===== src/rtl/types_pkg.sv =====
// Shared types for the node port controller: data word, port directions,
// physical port indices, LAST-direction encoding and controller FSM states.
package types_pkg;

  localparam int unsigned WORD_W  = 11;
  localparam int unsigned N_PORTS = 4;

  typedef logic signed [WORD_W-1:0] word_t;

  // Direction operand as decoded from the instruction
  typedef enum logic [2:0] {
    UP    = 3'd0,
    DOWN  = 3'd1,
    LEFT  = 3'd2,
    RIGHT = 3'd3,
    ANY   = 3'd4,
    LAST  = 3'd5,
    NIL   = 3'd6
  } port_t;

  // Physical port indices; lower index has higher ANY priority
  localparam logic [1:0] IDX_LEFT  = 2'd0;
  localparam logic [1:0] IDX_RIGHT = 2'd1;
  localparam logic [1:0] IDX_UP    = 2'd2;
  localparam logic [1:0] IDX_DOWN  = 2'd3;

  // Port remembered by the last ANY read; LD_NONE until one completes
  typedef enum logic [2:0] {
    LD_LEFT  = 3'd0,
    LD_RIGHT = 3'd1,
    LD_UP    = 3'd2,
    LD_DOWN  = 3'd3,
    LD_NONE  = 3'd4
  } last_t;

  typedef enum logic [1:0] {
    IDLE    = 2'd0,
    RD_WAIT = 2'd1,
    WR_WAIT = 2'd2,
    DONE    = 2'd3
  } state_t;

  // Physical ports addressed by a direction operand; empty for NIL and
  // for LAST before any ANY read has completed.
  function automatic logic [N_PORTS-1:0] dir_mask(input port_t dir, input last_t last);
    logic [N_PORTS-1:0] m;
    m = '0;
    case (dir)
      LEFT:  m[IDX_LEFT]  = 1'b1;
      RIGHT: m[IDX_RIGHT] = 1'b1;
      UP:    m[IDX_UP]    = 1'b1;
      DOWN:  m[IDX_DOWN]  = 1'b1;
      ANY:   m = '1;
      LAST: begin
        case (last)
          LD_LEFT:  m[IDX_LEFT]  = 1'b1;
          LD_RIGHT: m[IDX_RIGHT] = 1'b1;
          LD_UP:    m[IDX_UP]    = 1'b1;
          LD_DOWN:  m[IDX_DOWN]  = 1'b1;
          default:  m = '0;
        endcase
      end
      default: m = '0;
    endcase
    return m;
  endfunction

  // Encode a one-hot port grant as a LAST direction
  function automatic last_t grant_to_last(input logic [N_PORTS-1:0] g);
    last_t l;
    if (g[IDX_LEFT])       l = LD_LEFT;
    else if (g[IDX_RIGHT]) l = LD_RIGHT;
    else if (g[IDX_UP])    l = LD_UP;
    else if (g[IDX_DOWN])  l = LD_DOWN;
    else                   l = LD_NONE;
    return l;
  endfunction

endpackage


===== src/rtl/port_arb.sv =====
// Fixed-priority 4-way one-hot selector (LEFT > RIGHT > UP > DOWN).
module port_arb
  import types_pkg::*;
(
  input  logic [N_PORTS-1:0] req,
  output logic [N_PORTS-1:0] grant
);

  // Highest-priority requester wins; no request gives an empty grant
  always_comb begin
    grant = '0;
    if (req[IDX_LEFT])       grant[IDX_LEFT]  = 1'b1;
    else if (req[IDX_RIGHT]) grant[IDX_RIGHT] = 1'b1;
    else if (req[IDX_UP])    grant[IDX_UP]    = 1'b1;
    else if (req[IDX_DOWN])  grant[IDX_DOWN]  = 1'b1;
  end

endmodule


===== src/rtl/port_ctrl.sv =====
// Node port controller: performs port reads/writes for the decoded
// instruction, stalling the pc until the neighbour handshake completes.
module port_ctrl
  import types_pkg::*;
(
  input  logic               CLK,
  input  logic               nRST,
  input  logic               halt,
  input  logic               rd_req,
  input  logic               wr_req,
  input  port_t              rd_dir,
  input  port_t              wr_dir,
  input  word_t              wr_data,
  output word_t              rd_data,
  output logic               rd_done,
  output logic               wr_done,
  output logic               stall,
  input  word_t              in_data  [N_PORTS],
  input  logic [N_PORTS-1:0] in_valid,
  output logic [N_PORTS-1:0] in_ready,
  output word_t              out_data [N_PORTS],
  output logic [N_PORTS-1:0] out_valid,
  input  logic [N_PORTS-1:0] out_ready
);

  state_t             state, state_nxt;
  last_t              last_dir;
  word_t              wr_val;
  word_t              rd_val;
  logic               rd_op, wr_op;
  logic               rd_step, wr_step;
  logic [N_PORTS-1:0] rd_mask, wr_mask;
  logic [N_PORTS-1:0] arb_req, arb_grant;

  // One arbiter serves both directions: RD_WAIT and WR_WAIT never overlap,
  // so its request input is muxed by state.
  port_arb u_arb (
    .req   (arb_req),
    .grant (arb_grant)
  );

  // State register
  always_ff @(posedge CLK or negedge nRST) begin
    if (!nRST) state <= IDLE;
    else       state <= state_nxt;
  end

  // Next state, stall and handshake outputs
  always_comb begin
    state_nxt = state;
    stall     = 1'b0;
    in_ready  = '0;
    out_valid = '0;
    arb_req   = '0;
    rd_step   = 1'b0;
    wr_step   = 1'b0;
    rd_mask   = dir_mask(rd_dir, last_dir);
    wr_mask   = dir_mask(wr_dir, last_dir);
    case (state)
      IDLE: begin
        stall = rd_req | wr_req;
        if (rd_req)      state_nxt = RD_WAIT;
        else if (wr_req) state_nxt = WR_WAIT;
      end
      RD_WAIT: begin
        stall   = 1'b1;
        arb_req = rd_mask & in_valid;
        // Once any selected source is valid only the winner sees ready, so
        // losing ANY sources keep their word. Ready is withheld during halt
        // so no word is consumed by an aborted read.
        if (!halt) in_ready = (|arb_req) ? arb_grant : rd_mask;
        rd_step = (|arb_grant) || (rd_mask == '0);
        if (rd_step) state_nxt = wr_op ? WR_WAIT : DONE;
      end
      WR_WAIT: begin
        stall     = 1'b1;
        out_valid = wr_mask;
        arb_req   = wr_mask & out_ready;
        wr_step   = (|arb_grant) || (wr_mask == '0);
        if (wr_step) state_nxt = DONE;
      end
      DONE: begin
        state_nxt = IDLE;
      end
      default: state_nxt = IDLE;
    endcase
    if (halt) state_nxt = IDLE;
  end

  // Word presented by the granted read source, zero when none
  always_comb begin
    rd_val = '0;
    for (int unsigned i = 0; i < N_PORTS; i++) begin
      if (arb_grant[i[1:0]]) rd_val = in_data[i[1:0]];
    end
  end

  // Write data is only visible on ports currently offering it
  always_comb begin
    for (int unsigned i = 0; i < N_PORTS; i++) begin
      out_data[i[1:0]] = out_valid[i[1:0]] ? wr_val : '0;
    end
  end

  // Operation flags, read/write data, LAST tracking and done strobes
  always_ff @(posedge CLK or negedge nRST) begin
    if (!nRST) begin
      rd_data  <= '0;
      last_dir <= LD_NONE;
      wr_val   <= '0;
      rd_op    <= 1'b0;
      wr_op    <= 1'b0;
      rd_done  <= 1'b0;
      wr_done  <= 1'b0;
    end else begin
      // Strobes land in the DONE cycle; halt forces IDLE so never strobes
      rd_done <= (state_nxt == DONE) && rd_op;
      wr_done <= (state_nxt == DONE) && wr_op;
      if (!halt) begin
        case (state)
          IDLE: begin
            rd_op  <= rd_req;
            wr_op  <= wr_req;
            wr_val <= wr_data;
          end
          RD_WAIT: begin
            if (rd_step) begin
              rd_data <= rd_val;
              // A combined read+write forwards the word just read
              wr_val  <= rd_val;
              if (rd_dir == ANY && (|arb_grant)) last_dir <= grant_to_last(arb_grant);
            end
          end
          default: ;
        endcase
      end
    end
  end

endmodule


===== config.mk =====
export PLATFORM = sky130hd
export DESIGN_NAME = port_ctrl
export DESIGN_NICKNAME = d
export VERILOG_FILES = /design/src/rtl/types_pkg.sv /design/src/rtl/port_arb.sv /design/src/rtl/port_ctrl.sv
export SDC_FILE = /design/constraint.sdc
export NUM_CORES = 1
export LEC_CHECK = 0
export ABC_AREA = 1
export CORE_MARGIN = 5
export CORE_UTILIZATION = 58
export CTS_CLUSTER_DIAMETER = 100
export DETAILED_ROUTE_END_ITERATION = 16
export DONT_BUFFER_PORTS = 1
export PLACE_DENSITY = 0.85
export SKIP_LAST_GASP = 1
export SLEW_MARGIN = 20
export SYNTH_ARGS = -nofsm -noshare
export SYNTH_HDL_FRONTEND = slang
export SYNTH_SLANG_ARGS = --single-unit

===== constraint.sdc =====
create_clock -name CLK -period 2 [get_ports CLK]
set_clock_uncertainty 0.1 [all_clocks]
set_input_delay 0.3 -clock CLK [delete_from_list [all_inputs] [get_ports CLK]]
set_output_delay 0.3 -clock CLK [all_outputs]
set_load 0.02 [all_outputs]

==> impl_metrics.ini <==
[run_status]
status = complete, but fails checks
violations = setup timing

[global_route]
grt_pass1_vias = 3351
grt_use_total_pct = 33.8
antenna_found_initial = 0
grt_max_degree = 32
grt_pass1_wl_um = 16400
overflow = 0

[place]
placed_area_um2 = 3380
portBuffers = 0
gp_congestion = 0.931
place_hpwl_um = 7180

[clocking]
cts_tree = done
clockBufferDepth = 2
root_buffer = clkbuf_8
clkTransAtPathRegs_ns = 0.08
cts_sinks = 31
clock_latency_ns = 0.31
htreeDepth = 2
numCtsBuffers = 5

[sta]
slew-limit-headroom_pct = 65.6
drv_slew = 0
post-route-period-util_pct = 129
fin_ws_ns = -0.586
period_needed_ns = 2.59
setup-tns-final_ns = -24.98
rsz0062_at_grt = yes
hold_viol = 0
setup_violations = 81
fin_hold_ws_ns = 0.123
fmax_mhz = 387
tightest_slew_ns = 0.517

[floorplanning]
core_um2 = 4410
dieArea_um2 = 6060
chipWidth_um = 77.8
start_util_pct = 60.4
dieHeight_um = 77.8
rows = 24
io_pins = 140

[worst_setup_path]
crit_family = simple AND/OR/NAND/NOR gates
critPathMaxFanout = 5
path_cells = inv_2 > nand2_2 > nor2_2 > nand2_1 > nand2_2 > buf_4 > nand3_4 > nand2_4 > buf_4 > o21ai_4 > nand4_4 > o21ai_4 > nor2_1 > o21ai_1 > nand2_1
cp_num_buf_inv = 3
critical_path_arrival_ns = 2.68
cp.required_ns = 2.10
path_class = reg2reg
slowest_stage = dfstp_2
max_stage_delay_ns = 0.57
start_kind = flop
cp-end-kind = flop

[cells_and_area]
diodes = 0
design_area_um2 = 4230
area_delta_synth_final_pct = 58.5
drive_above_1_share_pct = 45.0
fin_nets = 600

[routing]
vias = 4072
finalWirelength_um = 15300
via_per_inst = 7.09
drt_iter0_markers = 884
route.detailed.drc = 0
wl_per_cell_um = 26.7
postRouteAntennaNets = 0
dr.pass1.iters = 8

[synthesis]
yosys_warnings = 0
synth_seq_area_share_pct = 29.1
synth.area.top_cells = dfrtp_1 28%, nand2_1 20%, nor2_1 9.7%, inv_1 5.1%, nand3_1 5.1%
avgSynthCellArea_um2 = 6.35
ys_ff_latch = 31
yosysTopAreaCellShare_pct = 28.1
yosys.area.top_type = dfrtp_1
synth_nets = 499
syn_area_um2 = 2670
syn_inst = 420
synth_cell_types = 31

[pwr]
p_leak_nw = 2.15
power.density_nw_per_um2 = 1110
vdd_drop_max_v = 0.00117

[worst_hold_path]
hold_path.class = in2reg

[job]
maxCapViolCount = 0
[path summary, 6_finish.rpt]
check                           cells after the start           to        start  slack [ns]
worst max-delay path                               15    wr_val[5]  last_dir[2]       -0.59
worst min-delay path                                4    wr_val[3]   wr_data[3]        0.12
worst max register to register                     15    wr_val[5]  last_dir[2]       -0.59
worst min register to register                      2    wr_val[9]    wr_val[9]        0.40
max in group asynchronous                           2  last_dir[2]         nRST        1.20
min in group asynchronous                           2    wr_val[7]         nRST        0.36
[kinds of logic (layout without fill, tap and decap cells)]
family | Yosys count | after routing | synth area share, %
AND/OR/NAND/NOR | 278 | 281 | 48.9
flip-flops | 31 | 31 | 29.1
buffers and inverters | 65 | 163 | 10.6
adder cells (fa/ha/maj) | 5 | 5 | 2.35
AO/OA/AOI/OAI | 41 | 42 | 9.01
[layer usage]
layer | track usage [%] | share of wire, % | vias to the layer above | wire length, um
met2 | 57.4 | 44 | 541 | 6780
met1 | 38.7 | 29 | 1801 | 4450
met4 | 15.3 | 11 | 0 | 1680
met5 | 0 | 0 | - | 0
met3 | 10.2 | 16 | 202 | 2430
li1 | - | - | 1528 | -
[synthesized netlist by cell type, drive strengths merged]
master	number
ha	5
nand3b	1
nor3	1
clkbuf	8
buf	10
dfrtp	30
o21bai	2
clkinv	2
a21oi	8
o21ai	31
nand2	156
nor2	73
nand4	14
nand3	33
inv	45
dfstp	1
[flip-flops by register name, summed over array words and instances (netlist names)]
signal	count
rd_done	1
wr_done	1
rd_op	1
wr_op	1
rd_data	11
last_dir	3
wr_val	11
state	2
[cell usage in the layout, fill, tap and decap left out, drive strengths merged]
cell and instances:
nand3 33, clkbuf 7, o21ai 32, nand3b 1, bufinv 1, inv 45, nand4 14, dfstp 1
ha 5, nor2 74, nand2 158, clkinv 3, a21oi 8, dlygate4sd3 1, dfrtp 30, buf 106
o21bai 2, nor3 1
[worst reg2reg max path, cell delays in order (launching register included)]
cell and delay, ns:
dfstp_2 0.57, inv_2 0.06, nand2_2 0.09, nor2_2 0.05, nand2_1 0.08, nand2_2 0.09
buf_4 0.16, nand3_4 0.06, nand2_4 0.07, buf_4 0.15, o21ai_4 0.16, nand4_4 0.20
o21ai_4 0.33, nor2_1 0.11, o21ai_1 0.13, nand2_1 0.07
[repair_timing]
action / in CTS / in global routing
cloned: 4 / 2
hold endpoints to repair: 31 / 0
pin swaps: 29 / 37
setup endpoints to repair: 77 / 82
resized for setup: 47 / 80
setup buffers: 14 / 9
hold buffers: 2 / 0
[cell type report]
cell class              instances  area (um^2)
clock inverters                 2         35.0
flip-flops and latches         31          781
clock buffers                   6         82.6
fillers                       106          185
multi-input cells             328         2070
well taps                      52         65.1
inverters                      47          184
repair buffers                108         1010
[per-stage QoR]
stage / cells / total power [mW] / setup WS, ns / util, %
floorplan: 420 / 2.31 / -0.0629 / -
global placement: 538 / 2.87 / -0.0616 / 76.6
detailed placement: 538 / 2.94 / -0.162 / 76.6
CTS: 563 / 3.94 / -0.368 / 87.0
global route: 574 / 4.84 / -0.617 / 95.8
finish: 574 / 4.71 / -0.586 / 95.8
[power by group]
group	leakage (nW)	switching (mW)	internal [mW]	total (mW)
Clock	0.0612	0.273	0.403	0.676
Combinational	1.69	1.88	1.07	2.96
Sequential	0.399	0.243	0.831	1.07
Power figures use the tool's default switching activity.
